### src/rtl/param_bank_pkg.sv
// Shared definitions for the parameter bank controller: address map,
// constant indices, commit FSM states, control codes and ROI helper.
package param_bank_pkg;

    // Region bases. Matrix and constant regions are 0x80 aligned, so the
    // low seven address bits are the offset within the region.
    localparam logic [15:0] MATRIX_BASE  = 16'h0100;
    localparam logic [15:0] CONST_BASE   = 16'h0200;
    localparam logic [15:0] CONF_ADDR    = 16'h0050;
    localparam logic [15:0] ROI_BASE     = 16'h0080;
    localparam logic [15:0] CTRL_ADDR    = 16'h00F0;
    localparam logic [15:0] ERR_CLR_ADDR = 16'h00F1;

    // Cameras and scales are 0x10 apart inside their region.
    localparam int BANK_STRIDE_SHIFT = 4;
    localparam int NUM_CONSTS        = 5;
    localparam int NUM_MATRIX_ELEMS  = 9;

    // Data codes written to CTRL_ADDR.
    localparam logic [31:0] CTRL_ARM = 32'd1;
    localparam logic [31:0] CTRL_NOW = 32'd2;

    typedef enum logic [2:0] {
        K_A  = 3'd0,
        K_B  = 3'd1,
        K_W0 = 3'd2,
        K_W1 = 3'd3,
        K_W2 = 3'd4
    } const_idx_e;

    typedef enum logic {
        ST_IDLE  = 1'b0,
        ST_ARMED = 1'b1
    } commit_state_e;

    typedef enum logic [2:0] {
        KIND_NONE    = 3'd0,
        KIND_MATRIX  = 3'd1,
        KIND_CONST   = 3'd2,
        KIND_CONF    = 3'd3,
        KIND_ROI     = 3'd4,
        KIND_CTRL    = 3'd5,
        KIND_ERR_CLR = 3'd6
    } addr_kind_e;

    typedef struct packed {
        logic [15:0] top;
        logic [15:0] bottom;
        logic [15:0] left;
        logic [15:0] right;
    } roi_bounds_t;

    // Corner plus fixed dimensions; 16-bit wrap is intentional and silent.
    function automatic roi_bounds_t calc_roi_bounds(input logic [15:0] y,
                                                    input logic [15:0] x,
                                                    input logic [15:0] h,
                                                    input logic [15:0] w);
        roi_bounds_t r;
        r.top    = y;
        r.bottom = y + h;
        r.left   = x;
        r.right  = x + w;
        return r;
    endfunction

endpackage

### src/rtl/param_addr_decode.sv
// Combinational address decoder shared by the write and read paths.
// Splits a 16-bit address into region kind, camera/scale index, element
// and a valid flag that covers out-of-range cameras, scales and elements.
module param_addr_decode
    import param_bank_pkg::*;
#(
    parameter int NUM_CAMERAS = 2,
    parameter int NUM_SCALES  = 3
) (
    input  logic [15:0] addr_i,
    output addr_kind_e  kind_o,
    output logic [2:0]  index_o,
    output logic [2:0]  elem_o,
    output logic [1:0]  row_o,
    output logic [1:0]  col_o,
    output logic        valid_o
);

    logic [3:0] low_nibble;

    assign low_nibble = addr_i[3:0];

    // Region match and bounds checks for the incoming address.
    always_comb begin
        kind_o  = KIND_NONE;
        index_o = 3'(addr_i[6:0] >> BANK_STRIDE_SHIFT);
        elem_o  = addr_i[2:0];
        row_o   = 2'(low_nibble / 4'd3);
        col_o   = 2'(low_nibble % 4'd3);
        valid_o = 1'b0;

        if (addr_i[15:7] == MATRIX_BASE[15:7]) begin
            kind_o  = KIND_MATRIX;
            valid_o = (32'(index_o) < NUM_CAMERAS) &&
                      (32'(low_nibble) < NUM_MATRIX_ELEMS);
        end else if (addr_i[15:7] == CONST_BASE[15:7]) begin
            kind_o  = KIND_CONST;
            valid_o = (32'(index_o) < NUM_SCALES) &&
                      (32'(low_nibble) < NUM_CONSTS);
        end else if (addr_i[15:2] == ROI_BASE[15:2]) begin
            kind_o  = KIND_ROI;
            valid_o = 1'b1;
        end else if (addr_i == CONF_ADDR) begin
            kind_o  = KIND_CONF;
            valid_o = 1'b1;
        end else if (addr_i == CTRL_ADDR) begin
            kind_o  = KIND_CTRL;
            valid_o = 1'b1;
        end else if (addr_i == ERR_CLR_ADDR) begin
            kind_o  = KIND_ERR_CLR;
            valid_o = 1'b1;
        end
    end

endmodule

### src/rtl/param_bank_controller.sv
// Shadow/active parameter bank for the DfDD and xform pipelines. Commands
// write the shadow bank; a commit copies it to the active bank either
// immediately or at the next frame start, so consumers never observe a
// partially updated set mid-frame.
module param_bank_controller
    import param_bank_pkg::*;
#(
    parameter int          NUM_CAMERAS = 2,
    parameter int          NUM_SCALES  = 3,
    parameter int          PRECISION   = 0,
    parameter logic [15:0] A  [NUM_SCALES] = '{default: 16'h3c00},
    parameter logic [15:0] B  [NUM_SCALES] = '{default: 16'h3c00},
    parameter logic [15:0] W0 [NUM_SCALES] = '{default: 16'h3c00},
    parameter logic [15:0] W1 [NUM_SCALES] = '{default: 16'h3c00},
    parameter logic [15:0] W2 [NUM_SCALES] = '{default: 16'h3c00},
    parameter logic [15:0] DEFAULT_CONFIDENCE_MINIMUM = 16'h0000,
    parameter logic [15:0] DEFAULT_PRE_XFORM_ROI_CORNER  [2] = '{16'd0, 16'd0},
    parameter logic [15:0] DEFAULT_POST_XFORM_ROI_CORNER [2] = '{16'd0, 16'd0},
    parameter logic [15:0] PRE_XFORM_ROI_DIMS  [2] = '{16'd480, 16'd512},
    parameter logic [15:0] POST_XFORM_ROI_DIMS [2] = '{16'd480, 16'd512},
    parameter logic [31:0] DEFAULT_BILINEAR_MATRIX [3][3] = '{
        '{32'h100, 32'h000, 32'h000},
        '{32'h000, 32'h100, 32'h000},
        '{32'h000, 32'h000, 32'h100}
    }
) (
    input  logic                 clk_i,
    input  logic                 rst_i,
    input  logic                 cmd_valid_i,
    input  logic [15:0]          cmd_addr_i,
    input  logic [31:0]          cmd_data_i,
    input  logic                 frame_start_i,
    input  logic                 rd_en_i,
    input  logic [15:0]          rd_addr_i,
    output logic                 rd_valid_o,
    output logic [31:0]          rd_data_o,
    output logic [15:0]          a_o  [NUM_SCALES],
    output logic [15:0]          b_o  [NUM_SCALES],
    output logic [15:0]          w0_o [NUM_SCALES],
    output logic [15:0]          w1_o [NUM_SCALES],
    output logic [15:0]          w2_o [NUM_SCALES],
    output logic [10+PRECISION:0] bilinear_matrices_o [NUM_CAMERAS][3][3],
    output logic [15:0]          confidence_o,
    output logic [15:0]          pre_bilinear_roi_boundaries_o  [4],
    output logic [15:0]          post_bilinear_roi_boundaries_o [4],
    output logic                 commit_pending_o,
    output logic                 commit_done_o,
    output logic                 addr_err_o
);

    localparam int MATRIX_WIDTH = 11 + PRECISION;

    // One complete parameter set; roi holds pre y, pre x, post y, post x.
    typedef struct packed {
        logic [NUM_CAMERAS-1:0][2:0][2:0][MATRIX_WIDTH-1:0] mat;
        logic [NUM_SCALES-1:0][NUM_CONSTS-1:0][15:0]        cst;
        logic [15:0]                                         conf;
        logic [3:0][15:0]                                    roi;
    } bank_t;

    function automatic bank_t default_bank();
        bank_t b;
        b = '0;
        for (int c = 0; c < NUM_CAMERAS; c++) begin
            for (int r = 0; r < 3; r++) begin
                for (int k = 0; k < 3; k++) begin
                    b.mat[c][r][k] = MATRIX_WIDTH'(DEFAULT_BILINEAR_MATRIX[r][k]);
                end
            end
        end
        for (int s = 0; s < NUM_SCALES; s++) begin
            b.cst[s][K_A]  = A[s];
            b.cst[s][K_B]  = B[s];
            b.cst[s][K_W0] = W0[s];
            b.cst[s][K_W1] = W1[s];
            b.cst[s][K_W2] = W2[s];
        end
        b.conf   = DEFAULT_CONFIDENCE_MINIMUM;
        b.roi[0] = DEFAULT_PRE_XFORM_ROI_CORNER[0];
        b.roi[1] = DEFAULT_PRE_XFORM_ROI_CORNER[1];
        b.roi[2] = DEFAULT_POST_XFORM_ROI_CORNER[0];
        b.roi[3] = DEFAULT_POST_XFORM_ROI_CORNER[1];
        return b;
    endfunction

    localparam bank_t DEFAULT_BANK = default_bank();

    // Registered command (edge E0), decoded one edge later (E1).
    logic          cmd_valid_q, cmd_valid_d;
    logic [15:0]   cmd_addr_q,  cmd_addr_d;
    logic [31:0]   cmd_data_q,  cmd_data_d;

    bank_t         shadow_q, shadow_d;
    bank_t         active_q, active_d;
    commit_state_e state_q,  state_d;
    logic          commit_done_q, commit_done_d;
    logic          addr_err_q,    addr_err_d;
    logic          rd_valid_q,    rd_valid_d;
    logic [31:0]   rd_data_q,     rd_data_d;
    roi_bounds_t   pre_roi_q,  pre_roi_d;
    roi_bounds_t   post_roi_q, post_roi_d;

    addr_kind_e    wr_kind, rd_kind;
    logic [2:0]    wr_index, rd_index;
    logic [2:0]    wr_elem,  rd_elem;
    logic [1:0]    wr_row,   rd_row;
    logic [1:0]    wr_col,   rd_col;
    logic          wr_valid, rd_valid;

    logic          wr_en;
    logic          ctrl_arm;
    logic          ctrl_now;
    logic          err_clr;
    logic          commit_load;

    param_addr_decode #(
        .NUM_CAMERAS (NUM_CAMERAS),
        .NUM_SCALES  (NUM_SCALES)
    ) u_wr_decode (
        .addr_i  (cmd_addr_q),
        .kind_o  (wr_kind),
        .index_o (wr_index),
        .elem_o  (wr_elem),
        .row_o   (wr_row),
        .col_o   (wr_col),
        .valid_o (wr_valid)
    );

    param_addr_decode #(
        .NUM_CAMERAS (NUM_CAMERAS),
        .NUM_SCALES  (NUM_SCALES)
    ) u_rd_decode (
        .addr_i  (rd_addr_i),
        .kind_o  (rd_kind),
        .index_o (rd_index),
        .elem_o  (rd_elem),
        .row_o   (rd_row),
        .col_o   (rd_col),
        .valid_o (rd_valid)
    );

    assign wr_en    = cmd_valid_q && wr_valid;
    assign ctrl_arm = wr_en && (wr_kind == KIND_CTRL) && (cmd_data_q == CTRL_ARM);
    assign ctrl_now = wr_en && (wr_kind == KIND_CTRL) && (cmd_data_q == CTRL_NOW);
    assign err_clr  = wr_en && (wr_kind == KIND_ERR_CLR);

    // Commit FSM state register.
    always_ff @(posedge clk_i) begin
        // NOTE: sequential state uses non-blocking assignments only; the
        // always_comb blocks use blocking ones.
        if (rst_i) begin
            state_q <= ST_IDLE;
        end else begin
            state_q <= state_d;
        end
    end

    // Commit FSM next state; an immediate commit overrides a pending arm.
    always_comb begin
        // NOTE: every combinational output gets a default first so no
        // latch is inferred on paths that do not assign it.
        state_d     = state_q;
        commit_load = 1'b0;
        case (state_q)
            ST_IDLE: begin
                if (ctrl_now) begin
                    commit_load = 1'b1;
                end else if (ctrl_arm) begin
                    state_d = ST_ARMED;
                end
            end
            ST_ARMED: begin
                if (ctrl_now || frame_start_i) begin
                    commit_load = 1'b1;
                    state_d     = ST_IDLE;
                end
            end
            default: state_d = ST_IDLE;
        endcase
    end

    // Command capture, shadow writes and the shadow-to-active copy.
    always_comb begin
        cmd_valid_d   = cmd_valid_i;
        cmd_addr_d    = cmd_addr_i;
        cmd_data_d    = cmd_data_i;
        shadow_d      = shadow_q;
        active_d      = active_q;
        commit_done_d = commit_load;

        if (wr_en) begin
            case (wr_kind)
                KIND_MATRIX: begin
                    for (int c = 0; c < NUM_CAMERAS; c++) begin
                        if (wr_index == 3'(c)) begin
                            shadow_d.mat[c][wr_row][wr_col] = cmd_data_q[MATRIX_WIDTH-1:0];
                        end
                    end
                end
                KIND_CONST: begin
                    for (int s = 0; s < NUM_SCALES; s++) begin
                        if (wr_index == 3'(s)) begin
                            shadow_d.cst[s][wr_elem] = cmd_data_q[15:0];
                        end
                    end
                end
                KIND_CONF: shadow_d.conf = cmd_data_q[15:0];
                KIND_ROI:  shadow_d.roi[wr_elem[1:0]] = cmd_data_q[15:0];
                default: ;
            endcase
        end

        // Active takes the pre-write shadow, so a write on the commit edge
        // waits in shadow for the next commit.
        if (commit_load) begin
            active_d = shadow_q;
        end
    end

    // Readback of the shadow bank and the sticky address-error flag.
    always_comb begin
        rd_valid_d = rd_en_i;
        rd_data_d  = '0;
        addr_err_d = addr_err_q;

        if (rd_en_i && rd_valid) begin
            case (rd_kind)
                KIND_MATRIX: begin
                    for (int c = 0; c < NUM_CAMERAS; c++) begin
                        if (rd_index == 3'(c)) begin
                            rd_data_d = 32'(shadow_q.mat[c][rd_row][rd_col]);
                        end
                    end
                end
                KIND_CONST: begin
                    for (int s = 0; s < NUM_SCALES; s++) begin
                        if (rd_index == 3'(s)) begin
                            rd_data_d = 32'(shadow_q.cst[s][rd_elem]);
                        end
                    end
                end
                KIND_CONF: rd_data_d = 32'(shadow_q.conf);
                KIND_ROI:  rd_data_d = 32'(shadow_q.roi[rd_elem[1:0]]);
                KIND_CTRL: rd_data_d = {30'b0, addr_err_q, state_q == ST_ARMED};
                default:   rd_data_d = '0;
            endcase
        end

        if (err_clr) begin
            addr_err_d = 1'b0;
        end
        if ((cmd_valid_q && !wr_valid) || (rd_en_i && !rd_valid)) begin
            addr_err_d = 1'b1;
        end
    end

    // ROI boundaries follow the active corners one cycle later.
    always_comb begin
        pre_roi_d  = calc_roi_bounds(active_q.roi[0], active_q.roi[1],
                                     PRE_XFORM_ROI_DIMS[0], PRE_XFORM_ROI_DIMS[1]);
        post_roi_d = calc_roi_bounds(active_q.roi[2], active_q.roi[3],
                                     POST_XFORM_ROI_DIMS[0], POST_XFORM_ROI_DIMS[1]);
    end

    // Datapath registers.
    always_ff @(posedge clk_i) begin
        if (rst_i) begin
            cmd_valid_q   <= 1'b0;
            cmd_addr_q    <= '0;
            cmd_data_q    <= '0;
            // NOTE: both banks are small flop arrays rather than RAM, so
            // they load their defaults under reset like any other register.
            shadow_q      <= DEFAULT_BANK;
            active_q      <= DEFAULT_BANK;
            commit_done_q <= 1'b0;
            addr_err_q    <= 1'b0;
            rd_valid_q    <= 1'b0;
            rd_data_q     <= '0;
            pre_roi_q     <= calc_roi_bounds(DEFAULT_BANK.roi[0], DEFAULT_BANK.roi[1],
                                             PRE_XFORM_ROI_DIMS[0], PRE_XFORM_ROI_DIMS[1]);
            post_roi_q    <= calc_roi_bounds(DEFAULT_BANK.roi[2], DEFAULT_BANK.roi[3],
                                             POST_XFORM_ROI_DIMS[0], POST_XFORM_ROI_DIMS[1]);
        end else begin
            cmd_valid_q   <= cmd_valid_d;
            cmd_addr_q    <= cmd_addr_d;
            cmd_data_q    <= cmd_data_d;
            shadow_q      <= shadow_d;
            active_q      <= active_d;
            commit_done_q <= commit_done_d;
            addr_err_q    <= addr_err_d;
            rd_valid_q    <= rd_valid_d;
            rd_data_q     <= rd_data_d;
            pre_roi_q     <= pre_roi_d;
            post_roi_q    <= post_roi_d;
        end
    end

    // Fan the active bank out to the per-scale and per-camera ports.
    always_comb begin
        for (int s = 0; s < NUM_SCALES; s++) begin
            a_o[s]  = active_q.cst[s][K_A];
            b_o[s]  = active_q.cst[s][K_B];
            w0_o[s] = active_q.cst[s][K_W0];
            w1_o[s] = active_q.cst[s][K_W1];
            w2_o[s] = active_q.cst[s][K_W2];
        end
        for (int c = 0; c < NUM_CAMERAS; c++) begin
            for (int r = 0; r < 3; r++) begin
                for (int k = 0; k < 3; k++) begin
                    bilinear_matrices_o[c][r][k] = active_q.mat[c][r][k];
                end
            end
        end
        pre_bilinear_roi_boundaries_o[0]  = pre_roi_q.top;
        pre_bilinear_roi_boundaries_o[1]  = pre_roi_q.bottom;
        pre_bilinear_roi_boundaries_o[2]  = pre_roi_q.left;
        pre_bilinear_roi_boundaries_o[3]  = pre_roi_q.right;
        post_bilinear_roi_boundaries_o[0] = post_roi_q.top;
        post_bilinear_roi_boundaries_o[1] = post_roi_q.bottom;
        post_bilinear_roi_boundaries_o[2] = post_roi_q.left;
        post_bilinear_roi_boundaries_o[3] = post_roi_q.right;
    end

    assign confidence_o     = active_q.conf;
    assign commit_pending_o = (state_q == ST_ARMED);
    assign commit_done_o    = commit_done_q;
    assign addr_err_o       = addr_err_q;
    assign rd_valid_o       = rd_valid_q;
    assign rd_data_o        = rd_data_q;

endmodule

### config.mk
export PLATFORM = sky130hd
export DESIGN_NAME = param_bank_controller
export DESIGN_NICKNAME = d
export VERILOG_FILES = /design/src/rtl/param_bank_pkg.sv /design/src/rtl/param_addr_decode.sv /design/src/rtl/param_bank_controller.sv
export SDC_FILE = /design/constraint.sdc
export NUM_CORES = 2
export LEC_CHECK = 0
export CAP_MARGIN = 25
export CORE_MARGIN = 8
export CORE_UTILIZATION = 45
export DETAILED_ROUTE_END_ITERATION = 10
export PLACE_DENSITY = 0.71
export SKIP_CTS_REPAIR_TIMING = 1
export SLEW_MARGIN = 20
export SYNTH_ARGS = -nofsm -noshare
export SYNTH_HDL_FRONTEND = slang
export SYNTH_HIERARCHICAL = 1
export SYNTH_SLANG_ARGS = --single-unit
### constraint.sdc
create_clock -name clk_i -period 4.43 [get_ports clk_i]
set_input_delay 0.443 -clock clk_i [delete_from_list [all_inputs] [get_ports clk_i]]
set_output_delay 0.443 -clock clk_i [all_outputs]
set_load 0.03 [all_outputs]
==> flow_metrics.tcl <==
set metrics [dict create \
    synthSimpleGateAreaFrac 0.158 \
    cts_buffers 131 \
    fin_nets 5928 \
    p_int_uw 17500 \
    slew_headroom 0.334 \
    die_h_um 356 \
    cts_tree "built" \
    end_kind "flip-flop" \
    ir_drop_mv 0.313 \
    crit_path_max_fanout 14 \
    power_frac_seq 0.473 \
    synth.mux.area_fraction 0.0839 \
    max_stage_delay_ns 0.78 \
    yosysWarnings 6 \
    drc 0 \
    gp_congestion 0.962 \
    rsz0062_at_grt "no" \
    worstSkewPairLatency_ns 0.76 \
    post-dp-hpwl_um 136000 \
    synth_edf_count 0 \
    critPathSlowestCell "nor2b_1" \
    grt_usage 0.293 \
    clock_skew_ns 0.0354 \
    finalSetupTns_ns 0 \
    outcome "finished, final reports clean" \
    via_per_inst 5.98 \
    setup_viol 0 \
    r2r_slack_ns 0.36 \
    core_um2 115000 \
    portBuffers 670 \
    drive_above_1_share 0.0940 \
    routedWlPerCell_um 26.3 \
    synth_compound_area_frac 0.166 \
    p_clk_frac 0.478 \
    drv_slew 0 \
    root_buffer "clkbuf_16" \
    die_area_um2 127000 \
    synth_top_family_by_area "compound AO/OA/AOI/OAI gates" \
    clock_sinks 1205 \
    max_freq_mhz 246 \
    finalHoldViolCount 0 \
    power_density_nw_per_um2 380 \
    critPathKind "flip-flop to flip-flop" \
    syn_avg_cell_area_um2 8.72 \
    maxCapViolCount 0 \
    worstSetupStartpointType "flip-flop" \
    fin_crit_sh 0.919 \
    clkTransAtPathRegs_ns 0.06 \
    total_leakage_power_uw 0.0203 \
    syn_to_final_growth_pct 16.7 \
    detail-route-antenna-nets 0 \
    route.vias.total 44700 \
    grt_first_pass_wirelength_um 284000 \
    final_cells 7463 \
    htreeDepth 4 \
    tightest_slew_ns 0.987 \
    layout_commonest_cell "dfxtp_1" \
    crit_required_ns 5.02 \
    initialDrtViolationCount 6181 \
    cts_buffer_depth 3 \
    power_frac_comb 0.049 \
    synthCells 5957 \
    crit_chain "buf_4 > nand2b_1 > inv_1 > ha_1 > inv_1 > ha_1 > nand2_1 > mux2i_1 > ha_1 > a21oi_1 > inv_1 > nor2b_1 > nand2_1 > nand2_1 > a21oi_1" \
    finalWirelength_um 196000 \
    pin_count 687 \
    overflow 0 \
    cp.arrival_ns 4.66 \
    synth.distinct_cells 69 \
    period_minus_slack_ns 4.07 \
    hold_path.class "input port to flip-flop" \
    most-common-layout-cells "dfxtp_1, a21oi_1, nand3_1" \
    synthFlopType "dfxtp_1" \
    synth_xor_xnor_area_share 0.00489 \
    grt_max_degree 217 \
    start_util 0.454 \
    dieWidth_um 356 \
    synth_area_um2 52000 \
    antenna_found_initial 9 \
    drtPass1Iterations 8 \
    grt_pass1_vias 41400 \
    ys_seq_elements 1205 \
    row_count 124 \
    yosys.area_share.adder 0.00241 \
    power.switching_uw 5480 \
    numPlacedInstances 7226 \
    final_core_util 0.530 \
    synth_seq_area_share 0.464 \
    switching_share 0.238 \
    ys_async_sr_fraction 0 \
]
## Yosys cell counts, types with 4 or more instances
master | number | area [µm²]
clkinv_1 | 4 | 15.0
nor4b_1 | 5 | 43.8
a211o_1 | 81 | 709
mux2i_1 | 240 | 2400
buf_4 | 510 | 3830
o21ai_0 | 498 | 2490
nor4_1 | 9 | 56.3
nand3_1 | 736 | 3680
nor3_1 | 14 | 70.1
nor2_1 | 274 | 1030
inv_1 | 26 | 97.6
nor2b_1 | 125 | 782
or3_1 | 4 | 25.0
a22oi_1 | 59 | 443
nor3b_1 | 6 | 45.0
buf_6 | 7 | 78.8
o22ai_1 | 15 | 93.8
clkbuf_1 | 434 | 1630
nand3b_1 | 6 | 45.0
a221oi_1 | 14 | 123
ha_1 | 10 | 125
buf_1 | 69 | 259
o211ai_1 | 45 | 338
a31oi_1 | 11 | 68.8
nand2_1 | 377 | 1420
nor4_2 | 4 | 50.1
a2bb2oi_1 | 6 | 52.6
and3_1 | 75 | 469
buf_2 | 68 | 340
xor2_1 | 16 | 140
a32oi_1 | 22 | 193
a221o_1 | 29 | 290
nand4_1 | 5 | 31.3
mux2_2 | 72 | 811
nand2b_1 | 28 | 175
mux4_2 | 51 | 1150
a21oi_1 | 738 | 3690
dfxtp_1 | 1205 | 24100
xnor2_1 | 13 | 114
## cell type report
class	instances	area [µm²]
fillers	10300	53800
flip-flops and latches	1205	24100
multi-input cells	3648	21800
repair buffers	832	8380
clock buffers	182	3760
well taps	1512	1890
clock inverters	49	539
inverters	31	116
diodes	4	10.0
## final timing paths
path,depth (start not counted),endpoint,start
max reg2reg,15,shadow_q[516],cmd_addr_q[2]
max,15,shadow_q[516],cmd_addr_q[2]
min,2,cmd_data_q[17],rst_i
min reg2reg,1,pre_bilinear_roi_boundaries_o[50],active_q[2]
## power by group through the flow
| stage | sequential [µW] | clock, µW | combinational (µW) |
|---|---|---|---|
| 5_1_grt | 10900 | 11600 | 1180 |
| 6_report | 10900 | 11000 | 1130 |
| 3_5_place_dp | 11100 | 0 | 1090 |
| 3_3_place_gp | 11100 | 0 | 1090 |
| 2_1_floorplan | 11100 | 0 | 663 |
| 4_1_cts | 10900 | 11100 | 1100 |
## layer usage
metal / wire (µm) / up-vias / GRT usage
li1: - / 20100 / -
met5: 54 / - / 0
met4: 8380 / 8 / 0.119
met3: 20900 / 390 / 0.0771
met1: 81500 / 21800 / 0.399
met2: 85200 / 2374 / 0.441
## cell families after synthesis
| logic type | count (synthesis) |
|---|---|
| xor gates and xnor gates | 29 |
| adders and majority gates | 10 |
| buffers and inverters | 1119 |
| and+or+nand+nor | 1694 |
| muxes | 363 |
| DFF | 1205 |
| AOI/OAI and AO/OA | 1536 |
| other | 1 |
## per-stage QoR
stage,instance area [µm²],setup WS [ns],hold WS (ns),power (µW)
CTS,60600,0.487,0.187,23100
global route,60600,0.102,0.216,23700
finish,60700,0.358,0.213,23000
global placement,56300,0.0325,0.446,12200
detailed placement,56300,0.0770,0.450,12200
floorplan,52000,0.772,0.417,11800
## sequential cells by signal, indices dropped and copies added, names as in the netlist, 16 cells and up
signal and count:
a_o 48, w1_o 48, w0_o 48, confidence_o 16, shadow_q 518, pre_bilinear_roi_boundaries_o 50, post_bilinear_roi_boundaries_o 50, rd_data_o 16
active_q 64, w2_o 48, b_o 48, cmd_addr_q 16, bilinear_matrices_o 198, cmd_data_q 32
## critical path: cells and delay by family (launching register included)
kind	cells	cell delay (ns)
multiplexers	1	0.13
buffers and inverters	4	0.60
AND/OR/NAND/NOR	5	1.92
adder cells (fa/ha/maj)	3	0.56
AO/OA/AOI/OAI	2	0.34
flip-flops	1	0.36
Power figures use the tool's default switching activity.
